===== src/rtl/serial_add_ctrl.sv =====
// Bit-serial adder controller: one full_adder cell adds two WIDTH-bit operands
// LSB first, one bit per clock, with start/busy/done handshake, carry-out and overflow.

module full_adder (
   input  logic in1,
   input  logic in2,
   input  logic cin,
   output logic sum,
   output logic cout
);
   assign sum  = in1 ^ in2 ^ cin;
   assign cout = (in1 & in2) | (cin & (in1 ^ in2));
endmodule

// Handshake: start is sampled only in IDLE; the accepting edge also captures
// a, b and cin. busy is high for the WIDTH RUN cycles; done is a one-cycle pulse
// marking the cycle in which sum/cout/ovf have just been updated.
module serial_add_ctrl #(
   parameter int WIDTH = 8
) (
   input  logic             clk,
   input  logic             rst_n,
   input  logic             start,
   input  logic [WIDTH-1:0] a,
   input  logic [WIDTH-1:0] b,
   input  logic             cin,
   output logic             busy,
   output logic             done,
   output logic [WIDTH-1:0] sum,
   output logic             cout,
   output logic             ovf,
   output logic [1:0]       dbg_state
);

   localparam int CW = (WIDTH > 1) ? $clog2(WIDTH) : 1;
   localparam logic [CW-1:0] CNT_LAST = CW'(WIDTH - 1);
   localparam logic [CW-1:0] CNT_PENULT = CW'(WIDTH - 2);

   typedef enum logic [1:0] {
      IDLE = 2'd0,
      RUN  = 2'd1,
      DONE = 2'd2
   } state_t;

   state_t           state_q, state_d;
   logic [WIDTH-1:0] sa_q, sa_d;
   logic [WIDTH-1:0] sb_q, sb_d;
   logic [WIDTH-1:0] ss_q, ss_d;
   logic             c_q, c_d;
   logic [CW-1:0]    cnt_q, cnt_d;
   logic             cmsb_q, cmsb_d;
   logic             busy_q, busy_d;
   logic             done_q, done_d;
   logic [WIDTH-1:0] sum_q, sum_d;
   logic             cout_q, cout_d;
   logic             ovf_q, ovf_d;

   logic fa_s, fa_co;
   logic ss_lsb_unused;

   full_adder u_fa (
      .in1  (sa_q[0]),
      .in2  (sb_q[0]),
      .cin  (c_q),
      .sum  (fa_s),
      .cout (fa_co)
   );

   // The oldest partial-sum bit is shifted out and never needed.
   assign ss_lsb_unused = ss_q[0];

   always_comb begin
      state_d = state_q;
      sa_d    = sa_q;
      sb_d    = sb_q;
      ss_d    = ss_q;
      c_d     = c_q;
      cnt_d   = cnt_q;
      cmsb_d  = cmsb_q;
      busy_d  = busy_q;
      done_d  = 1'b0;
      sum_d   = sum_q;
      cout_d  = cout_q;
      ovf_d   = ovf_q;
      case (state_q)
         IDLE: begin
            if (start) begin
               sa_d    = a;
               sb_d    = b;
               c_d     = cin;
               ss_d    = '0;
               cnt_d   = '0;
               busy_d  = 1'b1;
               state_d = RUN;
            end
         end
         RUN: begin
            sa_d  = sa_q >> 1;
            sb_d  = sb_q >> 1;
            ss_d  = {fa_s, ss_q[WIDTH-1:1]};
            c_d   = fa_co;
            cnt_d = cnt_q + CW'(1);
            // Carry out of bit WIDTH-2 is the carry into the MSB.
            if (cnt_q == CNT_PENULT) cmsb_d = fa_co;
            if (cnt_q == CNT_LAST) begin
               busy_d  = 1'b0;
               done_d  = 1'b1;
               sum_d   = {fa_s, ss_q[WIDTH-1:1]};
               cout_d  = fa_co;
               ovf_d   = cmsb_q ^ fa_co;
               state_d = DONE;
            end
         end
         DONE: state_d = IDLE;
         default: state_d = IDLE;
      endcase
   end

   always_ff @(posedge clk or negedge rst_n) begin
      if (!rst_n) begin
         state_q <= IDLE;
         sa_q    <= '0;
         sb_q    <= '0;
         ss_q    <= '0;
         c_q     <= 1'b0;
         cnt_q   <= '0;
         cmsb_q  <= 1'b0;
         busy_q  <= 1'b0;
         done_q  <= 1'b0;
         sum_q   <= '0;
         cout_q  <= 1'b0;
         ovf_q   <= 1'b0;
      end else begin
         state_q <= state_d;
         sa_q    <= sa_d;
         sb_q    <= sb_d;
         ss_q    <= ss_d;
         c_q     <= c_d;
         cnt_q   <= cnt_d;
         cmsb_q  <= cmsb_d;
         busy_q  <= busy_d;
         done_q  <= done_d;
         sum_q   <= sum_d;
         cout_q  <= cout_d;
         ovf_q   <= ovf_d;
      end
   end

   assign busy      = busy_q;
   assign done      = done_q;
   assign sum       = sum_q;
   assign cout      = cout_q;
   assign ovf       = ovf_q;
   assign dbg_state = state_q;

endmodule

===== config.mk =====
export PLATFORM = sky130hd
export DESIGN_NAME = serial_add_ctrl
export DESIGN_NICKNAME = d
export VERILOG_FILES = /design/src/rtl/serial_add_ctrl.sv
export SDC_FILE = /design/constraint.sdc
export NUM_CORES = 1
export LEC_CHECK = 0
export BUFFER_PORTS_ARGS = -buffer_cell sky130_fd_sc_hd__buf_4
export CORE_ASPECT_RATIO = 0.5
export CORE_MARGIN = 2
export CORE_UTILIZATION = 49
export CTS_CLUSTER_SIZE = 14
export DETAILED_ROUTE_END_ITERATION = 16
export PLACE_DENSITY = 0.79
export SETUP_SLACK_MARGIN = 0.1
export SYNTH_ARGS = -nofsm -noshare
export SYNTH_HDL_FRONTEND = slang
export SYNTH_HIERARCHICAL = 1
export SYNTH_SLANG_ARGS = --single-unit

===== constraint.sdc =====
create_clock -name clk -period 1.43 [get_ports clk]
set_input_delay 0.2145 -clock clk [delete_from_list [all_inputs] [get_ports clk]]
set_output_delay 0.2145 -clock clk [all_outputs]
set_load 0.005 [all_outputs]

; Word-level counts from Yosys, hierarchy flattened
; Cells that the tools add are included.
[word_totals]
reg_bits = 43
latch_bits = 0
ram_bits = 0
rom_bits = 0
input_bits = 20
elab_cells = 49
memories = 0
[op_classes]
addsub = 1
multipliers = 0
div = 0
magnitude_cmp = 0
n_eq_ne = 5
shifts = 0
n_mux = 18
bitwise_logic = 6
n_reduce_logical = 7
[op_table]
columns = op, n
row1 = 8-bit case mux with 2 select lines, 3
row2 = 8-bit two-way mux, 3
row3 = 2-bit AND reduction, 4
row4 = "3-bit equality test, second input constant", 2
row5 = 3-bit case mux with 2 select lines, 1
row6 = 1-bit two-way mux, 5
row7 = 2-bit two-way mux, 2
row8 = "2-bit inequality test, second input constant", 2
row9 = 1-bit case mux with 2 select lines, 2
row10 = 2-bit case mux with 2 select lines, 1
row11 = "3-bit by 1-bit adder with 3-bit output, second input constant", 1
row12 = 3-bit two-way mux, 1
row13 = 3-bit AND reduction, 1
row14 = 1-bit bitwise XOR, 3
row15 = 1-bit AND, 2
row16 = "2-bit by 1-bit equality test with 1-bit output, second input constant", 1
row17 = 2-bit zero test, 1
row18 = 2-bit nonzero test, 1
row19 = 1-bit bitwise OR, 1

; Longest topological paths before layout
; Gate-level depths: netlist of the first run.
[logic_depth]
word_depth = 4
mapped_depth = 6
mapped_depth_nobuf = 5

; Hierarchy
; Netlist of the first run, hierarchy kept.
[modules_own_cells]
columns = mod, n_inst, cells_per_inst, area_per_inst_um2, seq_area_each_um2
row1 = serial_add_ctrl, 1, 164, 1900.6, 1051.0
row2 = full_adder, 1, 1, 20.0, 0.0

; Least setup slack after synthesis of the first run
; No wires, ideal clock.
[synth_path]
kind = reg2reg
startpoint = reg cnt_q[0]
endpoint = reg cout_q (netlist: cout)
setup_time_ps = 125
arrival_ps = 1332
t_required_ps = 1305
slack_ps = -27
stages_incl_launch_ff = 6
synth_period_minus_slack_ps = 1457
path_cell_list = dfrtp_1 ha_1 ha_1 nand3b_4 buf_6 mux2_4
[synth_via]
elab_chain_cells = 2
[synth_rtl]
columns = item, line
row1 = start: declaration, 50  ; logic [CW-1:0] cnt_q, cnt_d;
row2 = start signal: assignment, 139  ; cnt_q <= cnt_d;
row3 = 3-bit equality test, 105  ; if (cnt_q == CNT_LAST) begin
row4 = 2-bit AND reduction (no source line), -
row5 = end signal: assignment, 144  ; cout_q <= cout_d;
row6 = end: declaration, 55  ; logic cout_q, cout_d;
; No other way between the ends.
; A chain may end at the register's enable or synchronous reset.

; Worst setup path after layout of the first run
[layout_path]
startpoint = reg cnt_q[0]
endpoint = reg sum_q[3] (netlist: sum[3])
[layout_via]
elab_chain_cells = 2
[layout_rtl]
columns = item, line
row1 = 3-bit equality test, 105
row2 = 2-bit AND reduction (no source line), -
row3 = end signal: assignment, 143  ; sum_q <= sum_d;
row4 = end: declaration, 54  ; logic [WIDTH-1:0] sum_q, sum_d;
; No other way between the ends.

==> results.ini, run 1 <==
[yosys]
synthFlopType=dfrtp_1
ys_ff_latch=42
synth_edf_count=0
yosysUniqueCellTypes=29
syn-num-nets=189
yosys_warnings=6
synthCells=165
yosysSeqAreaShare=0.547
netlist_area_sq_um=1920
synth_area_per_cell_sq_um=11.6
async_flop_share=1.00

[setup_path]
cp_max_fo=7
cp.required_ps=1610
endpoint_kind=register
worst_ep_arrival_time_ps=1550
crit_type=register to register
setup.worst_path.start_class=register

[die]
io_pins=34
dieArea_sq_um=4470
die_width_um=92.5
die_h_um=48.3
core_sq_um=3820
rows=16
start_util=0.502

[timing]
relSlewSlack=0.656
tightestPinTransition_ps=516
finalHoldViolCount=0
clock_skew_ps=5.78
layout_min_cycle_time_ps=1370
fmax_ghz=0.731
slew_violations=0
setup_violations=0
fin_tns_setup_ps=0
rsz0062_at_grt=true
min_period_over_period=0.957

[job]
cap_violations=0

[global_routing]
grt_pass1_wl_um=6290
grt_pass1_vias=1341
grt_max_degree=43
gr-total-overflow=0
grt_antenna_before_repair=0
track_usage=0.186

[clocking]
clk_pin_slew_ps=80
cts-root-buf=clkbuf_8
cts_tree=done
cts_max_level=2
cts_buffer_depth=2
clock_latency_ps=290
cts_buffers=5
cts_sinks=42

[pwr]
cellLeakagePower_nw=1.10
vdd_drop_max_mv=0.774
power.density_nw_per_um2=2140

[cells_and_area]
fill_cells=309
final_common_cell=buf_4
final_layout_size_suffix_gt1_frac=0.358
antenna_cells=0
final_cell_mix=buf_4 (42), dfrtp_1 (40), nor3_1 (31), o22ai_1 (15), mux2_4 (10)
area_growth_pct=24.2
fin_area_sq_um=2380
final_nets=227

[drt]
drt_iter0_markers=47
remaining_drc_errors=0
ant_nets=0
wl_per_cell_um=15.4
viasPerCell=5.47
first_pass_iters=4
num_vias=1411
routed_wl_um=3970

[placement]
portBuffers=33
placed_area_sq_um=2210
gp_congestion=0.724
dp.final_hpwl_um=2520

[run_status]
outcome=completed

[worst_hold_path]
min_path_type=input port to register

==> cells by family (layout without fill, tap and decap cells) <==
kind of cell | after synthesis | count (layout) | share of synthesized area
AO/OA/AOI/OAI | 37 | 37 | 0.133
adder cells (fa/ha/maj) | 4 | 4 | 0.0300
buffers and inverters | 18 | 56 | 0.0567
multiplexers | 11 | 11 | 0.0775
flip-flops | 42 | 42 | 0.547
XOR/XNOR | 1 | 1 | 0.00456
AND/OR/NAND/NOR | 52 | 53 | 0.151
==> flip-flops by register name, indices dropped and copies added, names as in the netlist, 2 cells and up <==
register and cells:
dbg_state 2, sa_q 8, cnt_q 3, sum 8, ss_q 7, sb_q 8
==> worst max-delay path, cell delays in order, from the launching register on <==
cell and delay [ps]:
dfrtp_1 390, ha_2 200, ha_4 180, nand3b_4 170, mux2_4 320
==> Yosys cell counts, types with 2 or more instances <==
cell / n / area, sq um
mux2_2: 3 / 33.8
o32ai_1: 4 / 35.0
buf_4: 5 / 37.5
ha_1: 3 / 37.5
o21ai_0: 6 / 30.0
mux2_4: 7 / 105
o21ai_1: 3 / 15.0
nor3_2: 2 / 20.0
a22o_1: 8 / 70.1
nand2_1: 5 / 18.8
buf_6: 2 / 22.5
nor3_1: 31 / 155
nor2_1: 7 / 26.3
buf_2: 6 / 30.0
inv_1: 4 / 15.0
dfrtp_1: 42 / 1050
o22ai_1: 15 / 93.8
==> area by class of cell <==
cell class / instances / area [sq um] / share of cell area
Clock buffer: 6 / 72.6 / 0.0304
Sequential cell: 42 / 1050 / 0.442
Tap cell: 54 / 67.6 / 0.0283
Timing Repair Buffer: 43 / 325 / 0.136
Inverter: 5 / 18.8 / 0.00787
Clock inverter: 2 / 37.5 / 0.0157
Multi-Input combinational cell: 106 / 810 / 0.339
==> path summary, 6_finish.rpt <==
check	slack, ps	endpoint	cells after the start	from
hold reg to reg	510	ovf	2	ovf
setup / recovery	60	sum[3]	4	cnt_q[0]
setup reg to reg	60	sum[3]	4	cnt_q[0]
min in group asynchronous	440	sum[6]	2	rst_n
max in group asynchronous	610	dbg_state[0]	2	rst_n
hold / removal	190	sb_q[7]	3	b[7]
==> stage by stage <==
| step | util | total power [mW] | instances | hold WS, ps | setup slack (ps) |
|---|---|---|---|---|---|
| 6_report | 0.624 | 5.10 | 258 | 187 | 61.8 |
| 5_1_grt | 0.624 | 5.46 | 258 | 199 | 15.3 |
| 4_1_cts | 0.617 | 5.06 | 256 | 182 | 52.7 |
| 3_5_place_dp | 0.577 | 4.05 | 245 | 230 | -20.1 |
| 3_3_place_gp | 0.577 | 3.92 | 245 | 222 | 25.2 |
| 2_1_floorplan | - | 3.43 | 165 | -81.1 | 49.3 |
==> power breakdown <==
| part | internal, mW | total, mW | switching, mW |
|---|---|---|---|
| combinational | 1.12 | 2.00 | 0.878 |
| sequential | 1.72 | 2.17 | 0.452 |
| clock | 0.521 | 0.930 | 0.409 |
==> per-layer routing <==
| layer | vias up | GRT usage | part of all wire |
|---|---|---|---|
| met5 | - | 0 | 0 |
| met4 | 0 | 0.0448 | 0 |
| met3 | 0 | 0.0526 | 0.037 |
| met2 | 31 | 0.327 | 0.51 |
| met1 | 700 | 0.242 | 0.46 |
| li1 | 680 | - | - |
==> what timing repair did <==
action,4_1_cts,5_1_grt
hold endpoints to repair,42,0
endpoints found under the setup margin,10,22
pin swaps,0,1
setup buffers,1,2
gates cloned,1,0
resized for setup,4,3
hold buffers,1,0
Power figures use the tool's default switching activity.
==> inputs of run 2 (changes only) <==
Settings changed: BUFFER_PORTS_ARGS -buffer_cell sky130_fd_sc_hd__buf_4 to default, CORE_UTILIZATION 49 to 56, DONT_BUFFER_PORTS from default to 1.
==> results.ini, run 2 (synthesis results as in run 1) <==
[run_status]
outcome=completed  ; unchanged

[drt]
viasPerCell=6.16  ; was 5.47
drt_iter0_markers=62  ; was 47
num_vias=1324  ; was 1,411
wl_per_cell_um=17.8  ; was 15.4 um
first_pass_iters=4  ; unchanged
routed_wl_um=3830  ; was 3970 um
ant_nets=0  ; unchanged
remaining_drc_errors=0  ; unchanged

[pwr]
power.share.clock=0.151  ; was 0.182
p_seq_frac=0.460  ; was 0.426
swShare=0.356  ; was 0.341
internal_power_mw=3.03  ; was 3.36 mW
comb_power_share=0.389  ; was 0.391
vdd_drop_max_mv=0.901  ; was 0.774 mV
p_sw_mw=1.68  ; was 1.74 mW
power.total_mw=4.70  ; was 5.10 mW
cellLeakagePower_nw=0.961  ; was 1.10 nW
power.density_nw_per_um2=2190  ; was 2140 nW/um^2

[cells_and_area]
final_nets=199  ; was 227
final_common_cell=dfrtp_1  ; was buf_4
antenna_cells=0  ; unchanged
fill_cells=226  ; was 309
final_cells=215  ; was 258
final_layout_size_suffix_gt1_frac=0.257  ; was 0.358
final_cell_mix=dfrtp_1 (42), nor3_1 (31), o22ai_1 (15), mux2_4 (10), buf_4 (10)  ; was buf_4 (42), dfrtp_1 (40), nor3_1 (31), o22ai_1 (15), mux2_4 (10)
area_growth_pct=12.1  ; was 24.2%

[setup_path]
reg2regPathDepth=4  ; unchanged
worst_ep_arrival_time_ps=1540  ; was 1550 ps
worstReg2RegStart=cnt_q[1]  ; was cnt_q[0]
startpoint=cnt_q[1]  ; was cnt_q[0]
path_cells=ha_2 > ha_4 > nand3b_4 > mux2_4  ; unchanged
cp-endpoint=sum[4]  ; was sum[3]
cpLargestDelayFamily=flip-flops  ; unchanged
worstPathBufferInverterCount=0  ; unchanged
crit_type=register to register  ; unchanged
max_stage_delay_ps=390  ; about the same
r2r_end=sum[4]  ; was sum[3]
cp_max_fo=7  ; unchanged
cp.required_ps=1600  ; was 1610 ps
cp.depth=4  ; unchanged
r2r_slack_ps=60  ; about the same
setup.worst_path.start_class=register  ; unchanged
cp_slowest_cell=dfrtp_1  ; unchanged
endpoint_kind=register  ; unchanged

[die]
rows=14  ; was 16
die_width_um=86.8  ; was 92.5 um
die_h_um=45.4  ; was 48.3 um
core_sq_um=3140  ; was 3820 sq um
start_util=0.613  ; was 0.502
io_pins=34  ; unchanged
dieArea_sq_um=3940  ; was 4470 sq um

[clocking]
cts_buffers=5  ; unchanged
clock_latency_ps=280  ; was 290 ps
cts_sinks=42  ; unchanged
cts_tree=done  ; unchanged
cts-root-buf=clkbuf_8  ; unchanged
clk_pin_slew_ps=80  ; about the same
cts_max_level=2  ; unchanged
cts_buffer_depth=2  ; unchanged

[global_routing]
track_usage=0.212  ; was 0.186
grt_pass1_wl_um=6110  ; was 6290 um
grt_pass1_vias=1283  ; was 1,341
grt_max_degree=43  ; unchanged
gr-total-overflow=0  ; unchanged
grt_antenna_before_repair=0  ; unchanged

[worst_hold_path]
min_path_type=input port to register  ; unchanged

[placement]
dp.final_hpwl_um=2440  ; was 2520 um
pre_cts_slack_ps=-25.0  ; was -20.1 ps
portBuffers=0  ; was 33
dp_cells=201  ; was 245
gp_congestion=0.755  ; was 0.724

[timing]
finalHoldViolCount=0  ; unchanged
rsz0062_at_grt=true  ; unchanged
layout_min_cycle_time_ps=1370  ; about the same
clock_skew_ps=3.83  ; was 5.78 ps
tightestPinTransition_ps=437  ; was 516 ps
layout_setup_ws_ps=64.0  ; was 61.8 ps
relSlewSlack=0.708  ; was 0.656
slew_violations=0  ; unchanged
fin_tns_setup_ps=0  ; unchanged
setup_violations=0  ; unchanged
fmax_ghz=0.732  ; was 0.731 GHz
min_period_over_period=0.955  ; was 0.957

[job]
cap_violations=0  ; unchanged

-- run 2: cell count changes in the layout (fill, tap and decap cells not counted), moves of 2 or more --
| cell | delta |
|---|---|
| buf_4 | -32 |
| buf_6 | +3 |
| clkinv_2 | +2 |
| dfrtp_1 | +2 |
| dfrtp_2 | -2 |
-- run 2: timing repair --
action                                  in CTS  in global routing
hold endpoints to repair                    42                  0
resized for setup                            6                  4
hold buffers                                 2                  0
endpoints found under the setup margin      11                 16
pin swaps                                    1                  1
buffers inserted                             1                  3
cloned                                       1                  0
-- run 2: power groups by stage --
| stage | clock network (mW) | registers (mW) | logic [mW] |
|---|---|---|---|
| floorplan | 0 | 2.06 | 1.38 |
| global placement | 0 | 2.14 | 1.54 |
| detailed placement | 0 | 2.17 | 1.64 |
| CTS | 0.725 | 2.16 | 1.78 |
| global route | 0.779 | 2.23 | 2.01 |
| finish | 0.711 | 2.17 | 1.83 |
-- run 2: layout make-up --
| class | instances | area (sq um) | share of cell area |
|---|---|---|---|
| inverters | 5 | 18.8 | 0.00872 |
| multi-input cells | 106 | 815 | 0.378 |
| clock inverters | 2 | 10.0 | 0.00465 |
| clock buffers | 5 | 68.8 | 0.0320 |
| flip-flops and latches | 42 | 1050 | 0.488 |
| repair buffers | 15 | 139 | 0.0645 |
| well taps | 40 | 50.0 | 0.0233 |
-- run 2: metal layers --
metal	wire (um)	GRT usage	up-vias	share of wire
met3	150	0.0634	2	0.039
met2	1800	0.348	42	0.47
met4	26	0.0656	0	0.0068
li1	-	-	623	-
met1	1860	0.277	657	0.48
met5	0	0	-	0
-- run 2: how the worst min path moves through the flow --
stage               endpoint  start  cells past startpoint
detailed placement    sum[1]  rst_n                      0
CTS                  sa_q[7]   a[7]                      2
global placement      sum[1]  rst_n                      0
finish               sa_q[7]   a[7]                      2
floorplan               busy  rst_n                      0
global route         sb_q[7]   b[7]                      2
-- run 2: per-stage QoR --
stage / hold WS (ps) / utilization / area [sq um]
floorplan: -81.1 / - / 1940
global placement: -80.2 / 0.626 / 1960
detailed placement: -80.2 / 0.626 / 1960
CTS: 74.5 / 0.675 / 2120
global route: 84.4 / 0.686 / 2150
finish: 73.9 / 0.686 / 2150
